`src/rtl/bram_line_adapter.sv`:
```
// Line-to-beat adapter: splits 256-bit line reads/writes into BRAM beats on a native port.
// Optional macro LINE_ADAPTER_ALIGN_CHECK_EN rejects requests not aligned to a line.
module bram_line_adapter #(
   parameter int unsigned DATA_WIDTH    = 64,
   parameter int unsigned ADDRESS_WIDTH = 32,
   parameter int unsigned BEATS         = 4
) (
   input  logic                          clk,
   input  logic                          rst,
   input  logic [31:0]                   req_addr_i,
   input  logic                          req_read_i,
   input  logic                          req_write_i,
   input  logic [BEATS*DATA_WIDTH-1:0]   req_wdata_i,
   output logic [BEATS*DATA_WIDTH-1:0]   resp_rdata_o,
   output logic                          resp_o,
   output logic                          busy_o,
   output logic                          err_o,
   output logic                          ena_o,
   output logic                          wea_o,
   output logic [ADDRESS_WIDTH-1:0]      addra_o,
   output logic [DATA_WIDTH-1:0]         dina_o,
   input  logic [DATA_WIDTH-1:0]         douta_i
);

   localparam int unsigned LineOffW = $clog2(BEATS * DATA_WIDTH / 8);
   localparam int unsigned BeatW    = $clog2(BEATS);
   localparam int unsigned LineW    = 32 - LineOffW;
   localparam int unsigned WordW    = LineW + BeatW;

   typedef enum logic [2:0] {StIdle, StRead, StDrain, StWrite, StResp} state_e;

   state_e                             r_state;
   state_e                             w_state_next;
   logic [LineW-1:0]                   r_line;
   logic [BEATS-1:0][DATA_WIDTH-1:0]   r_wdata;
   logic [BEATS-1:0][DATA_WIDTH-1:0]   r_rdata;
   logic [BeatW-1:0]                   r_beat;
   logic [BeatW-1:0]                   r_cap_beat;
   logic                               r_cap_pend;
   logic                               w_req;
   logic                               w_accept;
   logic                               w_last_beat;
   logic                               w_misalign;
   logic                               w_err;
   logic [WordW-1:0]                   w_word;

   assign w_req       = req_read_i || req_write_i;
   assign w_accept    = (r_state == StIdle) && w_req;
   assign w_last_beat = (r_beat == BeatW'(BEATS - 1));
   assign w_word      = {r_line, r_beat};

`ifdef LINE_ADAPTER_ALIGN_CHECK_EN
   logic r_err;

   assign w_misalign = |req_addr_i[LineOffW-1:0];

   always_ff @(posedge clk) begin
      if (rst) begin
         r_err <= 1'b0;
      end else if (w_accept) begin
         r_err <= w_misalign;
      end
   end

   assign w_err = r_err;
`else
   logic w_unused_addr;

   assign w_unused_addr = ^req_addr_i[LineOffW-1:0];
   assign w_misalign    = 1'b0;
   assign w_err         = 1'b0;
`endif

   always_ff @(posedge clk) begin
      if (rst) begin
         r_state <= StIdle;
      end else begin
         r_state <= w_state_next;
      end
   end

   always_comb begin
      w_state_next = r_state;
      case (r_state)
         StIdle: begin
            if (w_req) begin
               if (w_misalign)       w_state_next = StResp;
               else if (req_read_i)  w_state_next = StRead;
               else                  w_state_next = StWrite;
            end
         end
         StRead:  if (w_last_beat) w_state_next = StDrain;
         StWrite: if (w_last_beat) w_state_next = StResp;
         StDrain: w_state_next = StResp;
         StResp:  w_state_next = StIdle;
         default: w_state_next = StIdle;
      endcase
   end

   always_comb begin
      ena_o   = (r_state == StRead) || (r_state == StWrite);
      wea_o   = (r_state == StWrite);
      addra_o = '0;
      dina_o  = '0;
      if ((r_state == StRead) || (r_state == StWrite)) begin
         addra_o = ADDRESS_WIDTH'(w_word);
      end
      if (r_state == StWrite) begin
         dina_o = r_wdata[r_beat];
      end
      resp_o = (r_state == StResp);
      busy_o = (r_state != StIdle);
      err_o  = (r_state == StResp) && w_err;
   end

   // Read data arrives one cycle after issue, so capture lags the beat counter by one.
   always_ff @(posedge clk) begin
      if (rst) begin
         r_line     <= '0;
         r_wdata    <= '0;
         r_rdata    <= '0;
         r_beat     <= '0;
         r_cap_beat <= '0;
         r_cap_pend <= 1'b0;
      end else begin
         if (w_accept) begin
            r_line  <= req_addr_i[31:LineOffW];
            r_wdata <= req_wdata_i;
         end
         if ((r_state == StRead) || (r_state == StWrite)) begin
            r_beat <= r_beat + 1'b1;
         end else begin
            r_beat <= '0;
         end
         r_cap_pend <= (r_state == StRead);
         r_cap_beat <= r_beat;
         if (r_cap_pend) begin
            r_rdata[r_cap_beat] <= douta_i;
         end
      end
   end

   assign resp_rdata_o = r_rdata;

endmodule

```
`config.mk`:
```
export PLATFORM = sky130hd
export DESIGN_NAME = bram_line_adapter
export DESIGN_NICKNAME = d
export VERILOG_FILES = /design/src/rtl/bram_line_adapter.sv
export SDC_FILE = /design/constraint.sdc
export NUM_CORES = 1
export LEC_CHECK = 0
export ABC_AREA = 1
export ABC_CLOCK_PERIOD_IN_PS = 1400
export CORE_AREA = 3 3 276 278
export DETAILED_ROUTE_END_ITERATION = 10
export DIE_AREA = 0 0 279 281
export GPL_TIMING_DRIVEN = 0
export PLACE_DENSITY = 0.65
export SLEW_MARGIN = 20
export SYNTH_ARGS = -nofsm -noshare
export SYNTH_HDL_FRONTEND = slang
export SYNTH_SLANG_ARGS = --single-unit
```
`constraint.sdc`:
```
create_clock -name clk -period 1.4 [get_ports clk]
set_input_delay 0.14 -clock clk [delete_from_list [all_inputs] [get_ports clk]]
set_output_delay 0.14 -clock clk [all_outputs]
set_load 0.05 [all_outputs]
```
Yosys cells after proc, flatten, opt, wreduce, memory -nomap -nowiden
Cells that the tools add are included.
Cells by class
  add/subtract/negate cells: 1
  order comparisons: 3
  equality and inequality tests: 8
  mux-type cells: 12
  bitwise operators: 1
  reductions and logical operators: 8
Operators by type and width (count)
  256-bit bitwise mux: 1
  64-bit 2-to-1 mux: 3
  64-bit binary-select mux with 2-bit select: 1
  64-bit demux with 2-bit select: 1
  29-bit 2-to-1 mux: 1
  3-bit one-hot mux with 4 select lines: 1
  3-bit 2-to-1 mux: 3
  3-bit by 2-bit equality test with 1-bit output, second input constant: 2
  2-bit by 3-bit less-than comparator with 1-bit output, second input constant: 2
  2-bit inequality test, second input constant: 2
  3-bit by 1-bit equality test with 1-bit output, second input constant: 1
  3-bit equality test, second input constant: 1
  3-bit zero test: 1
  3-bit AND reduction: 1
  3-bit nonzero test: 1
  2-bit by 1-bit adder with 2-bit output, second input constant: 1
  2-bit equality test, second input constant: 1
  2-bit by 1-bit >= comparator with 1-bit output, second input constant: 1
  1-bit logical AND: 2
  1-bit logical OR: 2
  2-bit 2-to-1 mux: 1
  2-bit by 1-bit inequality test with 1-bit output, second input constant: 1
  2-bit OR reduction: 1
  1-bit inverter: 1
Word-level totals
  bits in registers: 547
  input bits: 356
  output and inout port bits: 357
  word-level logic and storage cells: 46

Longest topological paths before layout
Gate-level depths: netlist of run 1.
  depth in word-level cells: 5
  mapped depth: 9
  mapped depth without buffers: 6

Least setup slack after synthesis of run 1
Ideal clock, no wire load.
  path kind: register -> output
  start point: register r_state[0]
  end point: output port dina_o[41]
  arrival time: 1998 ps
  required time: 1260 ps
  slack: -738 ps
  stages on the path, launching flop included: 7
  path buffers: 2
  path through: dfxtp_1 > inv_1 > nor2_4 > nand2_1 > buf_2 > buf_2 > a21oi_1
On the way
  longest elaborated chain between the ends: 2
RTL lines
  from (decl): RTL line 32  | state_e r_state;
  from (signal assigned): RTL line 76  | r_state <= StIdle;
  from (signal assigned): RTL line 78  | r_state <= w_state_next;
  3-bit by 2-bit equality test with 1-bit output: RTL line 108  | if (r_state == StWrite) begin
  64-bit 2-to-1 mux: RTL line 108
  to (decl): RTL line 21  | output logic [DATA_WIDTH-1:0] dina_o,
No other way between the ends.

Worst setup path after layout of run 1
  start point: register r_beat[0]
  end point: output port dina_o[41]
On the way
  longest elaborated chain between the ends: 3
RTL lines
  from (decl): RTL line 37  | logic [BeatW-1:0] r_beat;
  from (signal assigned): RTL line 131  | r_beat <= r_beat + 1'b1;
  64-bit binary-select mux with 2-bit select: RTL line 109  | dina_o = r_wdata[r_beat];
  64-bit 2-to-1 mux (implied by the code): RTL line 109
  64-bit 2-to-1 mux: RTL line 108
No other way between the ends. The select of a mux whose other input is x is not followed.

==> results by stage, run 1 <==
Run status:
- The flow ran to the end, but the final reports show violations.
- The checks that failed: negative setup slack.

GRT:
- The met2 routing resource usage after global routing is 43.2%.
- Entering global routing, the biggest net connects 17 pins.
- Global routing used 28.6% of the available met1 tracks.
- The remaining global-route overflow is 0.
- The first global-routing pass estimated 147000 um of wire.
- met2 is the most crowded layer.
- The initial antenna violation count is 22.
- The global-route total usage across every layer is 24.6%.
- The number of global-route vias before repair is 23200.
- The global routing met3 resource utilization is 6.44%.

Yosys:
- The mean cell area of the mapped netlist is 6.81 sq um.
- The flip-flop and latch count after synthesis is 547.
- The total number of yosys warnings is 0.
- The total standard cell area after synthesis is 0.0229 sq mm.
- The distinct cell type count after synthesis is 19.
- The sequential-to-total area share from yosys stat is 47.8%.
- The gate count of the mapped netlist is 3363.

Detailed routing:
- The detailed-route wire length per cell is 20.5 um.
- The number of remaining DRC errors is 0.
- The total number of vias is 24700.
- Once detail routing completed, the nets flagged for antenna violations numbered 0.
- Using the TritonRoute via totals, the vias-per-cell ratio works out to 4.72.
- After the first detailed-routing iteration, the DRC count stood at 1302.
- The number of optimization iterations in the first detailed-route pass is 5.
- The routed design has 108000 um of wire.

Layout:
- The sequential cell area is 0.0110 sq mm.
- For this run, the post-layout net count is 4566.
- The layout overhead on the synthesized area is 64.9%.
- The number of filler instances in the final layout is 7092.
- The share of post-route cells with drive strength above 1 is 28.7%.
- The multi-input combinational cell area is 0.0115 sq mm.
- After the flow finishes, the layout carries non-filler instances totaling 5241.
- The finished layout cell area is 0.0378 sq mm.
- At the end of the flow the core is filled with cells to 50.9%.

CTS:
- The CTS tree is yes.
- No sink is reached through more buffers than the 3 on the longest clock path.
- The tree is rooted in a sky130_fd_sc_hd__clkbuf_16.
- The clock latency reported for the late side of the worst-skew pair is 630 ps.
- The clock-pin transition on the worst setup and hold timing paths is 60 ps.
- The cts-stage hold buffer count is 0.
- The total number of H-tree levels is 2.
- Counting the buffers created by CTS gives 60.
- The number of sinks handled by clock tree synthesis is 547.

Timing:
- Final hold analysis gives a worst-case slack of 86.3 ps.
- The slew at the pin closest to its max-slew limit is 514 ps.
- The least setup slack across all paths after layout is -854 ps.
- The setup TNS is -122690 ps.
- The final critical path takes up 161% of the cycle.
- The count of final hold-check violations was 0.
- Setup repair after global routing could not meet its margin everywhere.
- The max-slew headroom at the worst pin is 65.8%.
- Static timing analysis puts the maximum clock frequency at 0.444 GHz.
- For the final database, setup skew stands at 20.7 ps.
- Setup violations remaining at the end of the flow were counted as 380.
- The post-layout minimum cycle time is 2250 ps.
- The number of max-slew violations in the final report is 0.

Setup path:
- The category of the worst setup path launch point is a register.
- Along the worst path, the maximum fanout reaches 6.
- The critical path is of the register to output pin type.
- The endpoint type of the worst setup path is an output pin.
- For the worst setup path, the data arrival time is 2110 ps.
- At the worst endpoint, the required time is 1260 ps.

Floorplanning:
- The overall die height is 281 um.
- From left edge to right edge, the die measures 279 um.
- The effective utilization at floorplan is 30.9%.
- The floorplan row count is 100.
- The die covers 0.0784 sq mm.
- The core region area is 0.0742 sq mm.
- The number of top-level design ports is 713.

Min path:
- The tightest min-delay check is of the primary input to register type.

Place:
- The number of cells after detailed placement is 5038.
- The sum of net half-perimeters after detailed placement is 77500 um.
- During placement, the flow inserted port buffers numbering 703.
- The global placement routability congestion is 0.919.
- The area of placed instances is 0.0322 sq mm.
- At the placement stage, the worst setup path has a slack of -1580 ps.

Pwr:
- The peak ir drop on the vdd network is 0.00104 V.
- For this design the ratio of total power to cell area is 1560 mW/mm^2.
- In this run the static leakage power is 17.0 nW.
- The completed layout was analyzed and its total power is 59.1 mW.

Flow run:
- Across the run, the number of max-cap violations was 0.
## synthesized netlist by cell type
master / count / area [sq um]
sky130_fd_sc_hd__clkbuf_1: 99 / 372
sky130_fd_sc_hd__buf_4: 22 / 165
sky130_fd_sc_hd__inv_2: 1 / 3.75
sky130_fd_sc_hd__conb_1: 1 / 3.75
sky130_fd_sc_hd__nor2_1: 734 / 2760
sky130_fd_sc_hd__a21oi_1: 257 / 1290
sky130_fd_sc_hd__nor3_1: 1 / 5.00
sky130_fd_sc_hd__nor2_4: 2 / 22.5
sky130_fd_sc_hd__nand3_2: 1 / 10.0
sky130_fd_sc_hd__o211ai_1: 64 / 480
sky130_fd_sc_hd__buf_1: 23 / 86.3
sky130_fd_sc_hd__inv_1: 425 / 1600
sky130_fd_sc_hd__ha_1: 1 / 12.5
sky130_fd_sc_hd__buf_6: 30 / 338
sky130_fd_sc_hd__o21ai_0: 256 / 1280
sky130_fd_sc_hd__buf_2: 61 / 305
sky130_fd_sc_hd__nand2_1: 767 / 2880
sky130_fd_sc_hd__dfxtp_1: 547 / 11000
sky130_fd_sc_hd__nand3_1: 71 / 355
## flip-flops by register name (all words and copies together) (netlist names)
name / count
r_line: 27
r_state: 3
r_beat: 2
r_cap_beat: 2
r_wdata: 256
resp_rdata_o: 256
r_cap_pend: 1
## cell families (layout without fill, tap and decap cells)
logic type / Yosys count / count (layout) / synth area share (%)
compound gates: 577 / 577 / 13.3
buf+inv: 661 / 1549 / 12.5
other cells: 1 / 22 / 0.0164
flops: 547 / 547 / 47.8
fa+ha+maj: 1 / 1 / 0.0546
simple gates: 1576 / 1576 / 26.3
## critical path, cell delays in order (launching register included)
cell                        delay, ps
sky130_fd_sc_hd__dfxtp_2          330
sky130_fd_sc_hd__buf_8            150
sky130_fd_sc_hd__buf_12           150
sky130_fd_sc_hd__clkbuf_16        150
sky130_fd_sc_hd__o211ai_1         410
sky130_fd_sc_hd__a21oi_4          120
sky130_fd_sc_hd__buf_6            180
## area by class of cell
cell class,instances,area share (%)
Antenna cell,18,0.119
Buffer,234,6.29
Clock buffer,84,4.61
Clock inverter,23,0.603
Inverter,426,4.28
Multi-Input combinational cell,2158,30.5
Sequential cell,547,29.0
Tap cell,969,3.21
Timing Repair Buffer,782,21.4
## metal layers
layer	wire, um	up-vias
met1	41000	11500
met3	8740	218
met5	93	-
met2	53300	973
met4	4320	14
li1	-	12000
## repair_timing
item / CTS / global route
gates resized for setup: 815 / 1899
cloned: 0 / 51
pin swaps: 19 / 159
setup buffers: 3 / 25
endpoints found under the setup margin: 889 / 891
hold endpoints to repair: 0 / 0
## final timing paths
path,start,endpoint,slack (ps),cells past startpoint
worst max-delay path,r_beat[0],dina_o[41],-850,6
worst max register to register,r_state[0],r_wdata[198],-320,9
worst min-delay path,req_wdata_i[161],r_wdata[161],90,3
worst min register to register,resp_rdata_o[69],resp_rdata_o[69],440,2
## power breakdown
group / switching [mW] / internal (mW)
logic: 14.1 / 9.97
clock network: 6.92 / 9.22
registers: 0.865 / 18.0
## cells in the final DEF, fill, tap and decap left out, drive strengths merged, types with 16 or more instances in the layout
cell type and instances:
nor2 736, dfxtp 547, nand2 767, clkbuf 373, clkdlybuf4s50 350, a21oi 257, buf 377, nand3 72
diode 18, clkinv 16, o211ai 64, inv 429, o21ai 256
Power figures use the tool's default switching activity.
==> run 2: changes to the inputs <==
--- a/config.mk
+++ b/config.mk
@@ -7,12 +7,11 @@
 export LEC_CHECK = 0
 export ABC_AREA = 1
 export ABC_CLOCK_PERIOD_IN_PS = 1400
-export CORE_AREA = 3 3 276 278
+export CORE_AREA = 2 2 275 277
 export DETAILED_ROUTE_END_ITERATION = 10
-export DIE_AREA = 0 0 279 281
+export DIE_AREA = 0 0 277 279
 export GPL_TIMING_DRIVEN = 0
 export PLACE_DENSITY = 0.65
-export SLEW_MARGIN = 20
 export SYNTH_ARGS = -nofsm -noshare
 export SYNTH_HDL_FRONTEND = slang
 export SYNTH_SLANG_ARGS = --single-unit
==> results by stage, run 2 (synthesis results as in run 1) <==
Setup path:
- The worst-case register-to-register setup slack is -340 ps.
- The critical path starts at r_beat[0].
- The highest net fanout along the worst path is 10.
- The worst setup path is of the register to output pin kind.
- The category of the worst setup path launch point is a register.
- At the worst endpoint, the required time is 1260 ps.
- The worst path arrival time is 2110 ps.
- The endpoint type of the worst setup path is an output pin.
- The startpoint identified for the worst register-to-register timing path is r_state[1].

Pwr:
- Power spread over the standard cell area amounts to 1570 mW/mm^2.
- The total leakage power is 17.2 nW.
- The peak ir drop on the vdd network is 0.00105 V.
- The completed layout was analyzed and its total power is 60.7 mW.

Detailed routing:
- After detailed routing, the average wire length per cell comes to 20.3 um.
- The number of optimization iterations in the first detailed-route pass is 5.
- The total number of vias is 24600.
- For this run, design rule violations remaining after detail routing come to 0.
- The iteration-0 DRC count of the detailed router is 1414.
- The routed wire length is 107000 um.
- The number of antenna-violating nets in the routed design is 0.
- The via density per instance is 4.69.

CTS:
- The largest buffer count on any clock path is 3.
- The number of sinks handled by clock tree synthesis is 547.
- For this design, the CTS-stage hold fixing added 0 buffers.
- The H-tree was split into 2 levels.
- The root buffer cell chosen for the clock tree is sky130_fd_sc_hd__clkbuf_16.
- TritonCTS built the clock tree.
- The clock reaches the later pin of the worst-skew pair after 660 ps.
- After clock tree synthesis, the clock-pin slew on the worst setup and hold paths is 60 ps.
- In this run, CTS created clock tree buffers numbering 61.

Timing:
- The share of the clock period used by the worst path is 161%.
- Setup repair after global routing could not meet its margin everywhere.
- Summed over all failing endpoints, the final setup total negative slack is -128680 ps.
- In this run the tightest slew margin relative to its limit is 59.7%.
- The least setup slack across all paths after layout is -850 ps.
- The number of max-slew violations in the final report was 0.
- The count of final hold-check violations is 0.
- The slew at the pin closest to its max-slew limit is 604 ps.
- On the final layout, the worst clock skew is 73.3 ps.
- Hold is met by 67.2 ps.
- Derived from the worst setup path, the maximum achievable clock frequency is 0.444 GHz.
- Setup violations remaining at the end of the flow were counted as 381.
- The routed design could run at a clock period as short as 2250 ps.

Layout:
- The finished cells cover 0.0385 sq mm.
- For this run, the post-layout net count is 4576.
- The number of filler instances in the final layout is 6960.
- The layout overhead on the synthesized area is 68.3%.
- The final non-filler cell total is 5256.
- Leaving out fill and tap cells, the most frequent cells in the layout are sky130_fd_sc_hd__nand2_1 (633), sky130_fd_sc_hd__dfxtp_1 (539), sky130_fd_sc_hd__nor2_1 (496).
- The utilization of the core after routing is 52.0%.
- Leaving out fill and tap cells, the most frequent cell in the layout is sky130_fd_sc_hd__nand2_1.
- The post-route netlist has 29.4% of its cells at a drive strength greater than 1.

Flow run:
- The number of violations of the max-capacitance limit is 0.

Min path:
- The launch point of the worst hold path is req_wdata_i[220].
- The worst hold-check path type is primary input to register.

Place:
- Summed over all nets, the half-perimeter wirelength after detailed placement is 76200 um.
- The congestion estimate from routability-driven global placement came to 0.937.
- Before CTS, the worst setup slack after placement is -1600 ps.
- Summing all placed instances gives a cell area of 0.0322 sq mm.
- The number of cells after detailed placement is 5038.
- During placement, the flow inserted port buffers numbering 703.

GRT:
- Global routing used 25.1% of the available tracks across all layers.
- The initial antenna violation count is 16.
- Entering global routing, the biggest net connects 18 pins.
- The first-pass GRT wire length is 147000 um.
- The total overflow left after global routing is 0.
- The number of global-route vias before repair is 23200.

Floorplanning:
- The die span in x is 277 um.
- The die covers 0.0773 sq mm.
- The floorplan has 100 rows.
- Pin placement for this block handled 713 I/O pins.
- The die is 279 um tall.
- For this configuration, the core starts out at a cell density of 30.9%.
- The core region area is 0.0741 sq mm.

Run status:
- The checks that failed: negative setup slack.
- The flow ran to the end, but the final reports show violations.
## run 2: power by group
| group | switching (mW) | internal (mW) | total (mW) |
|---|---|---|---|
| clock | 7.01 | 9.36 | 16.4 |
| combinational | 14.6 | 10.9 | 25.5 |
| sequential | 0.854 | 18.0 | 18.9 |
## run 2: worst paths after layout
path	end	cells past startpoint
setup reg to reg	r_wdata[246]	11
setup / recovery	dina_o[12]	8
hold / removal	r_wdata[220]	3
hold reg to reg	resp_rdata_o[86]	2
## run 2: cell type report
class                   instances  area [sq um]  area share [%]
diodes                         16          40.0           0.104
plain buffers                 229          2380            6.18
clock buffers                  91          1780            4.62
clock inverters                24           259           0.672
inverters                     426          1620            4.19
multi-input cells            2158         12000            31.0
flip-flops and latches        547         11000            28.4
well taps                     969          1210            3.15
repair buffers                796          8340            21.6
## run 2: repair_timing
action	4_1_cts	5_1_grt
setup endpoints to repair	882	676
gates resized for setup	2476	790
buffers inserted	16	30
pin swaps	46	135
cloned	15	35
endpoints found under the hold margin	0	0
## run 2: critical path, stage by stage, from the launching register on
cell	delay (ps)
sky130_fd_sc_hd__dfxtp_2	340
sky130_fd_sc_hd__buf_6	130
sky130_fd_sc_hd__inv_1	100
sky130_fd_sc_hd__buf_12	170
sky130_fd_sc_hd__buf_6	140
sky130_fd_sc_hd__nand2_1	90
sky130_fd_sc_hd__nand3_2	100
sky130_fd_sc_hd__a21oi_4	210
sky130_fd_sc_hd__buf_6	190
## run 2: per-layer routing
metal / GRT usage, % / vias to the layer above / wire [um]
li1: - / 12000 / -
met1: 28.8 / 11500 / 40700
met2: 43.5 / 935 / 52400
met3: 6.74 / 219 / 8380
met4: 11.2 / 10 / 5060
met5: 0 / - / 64
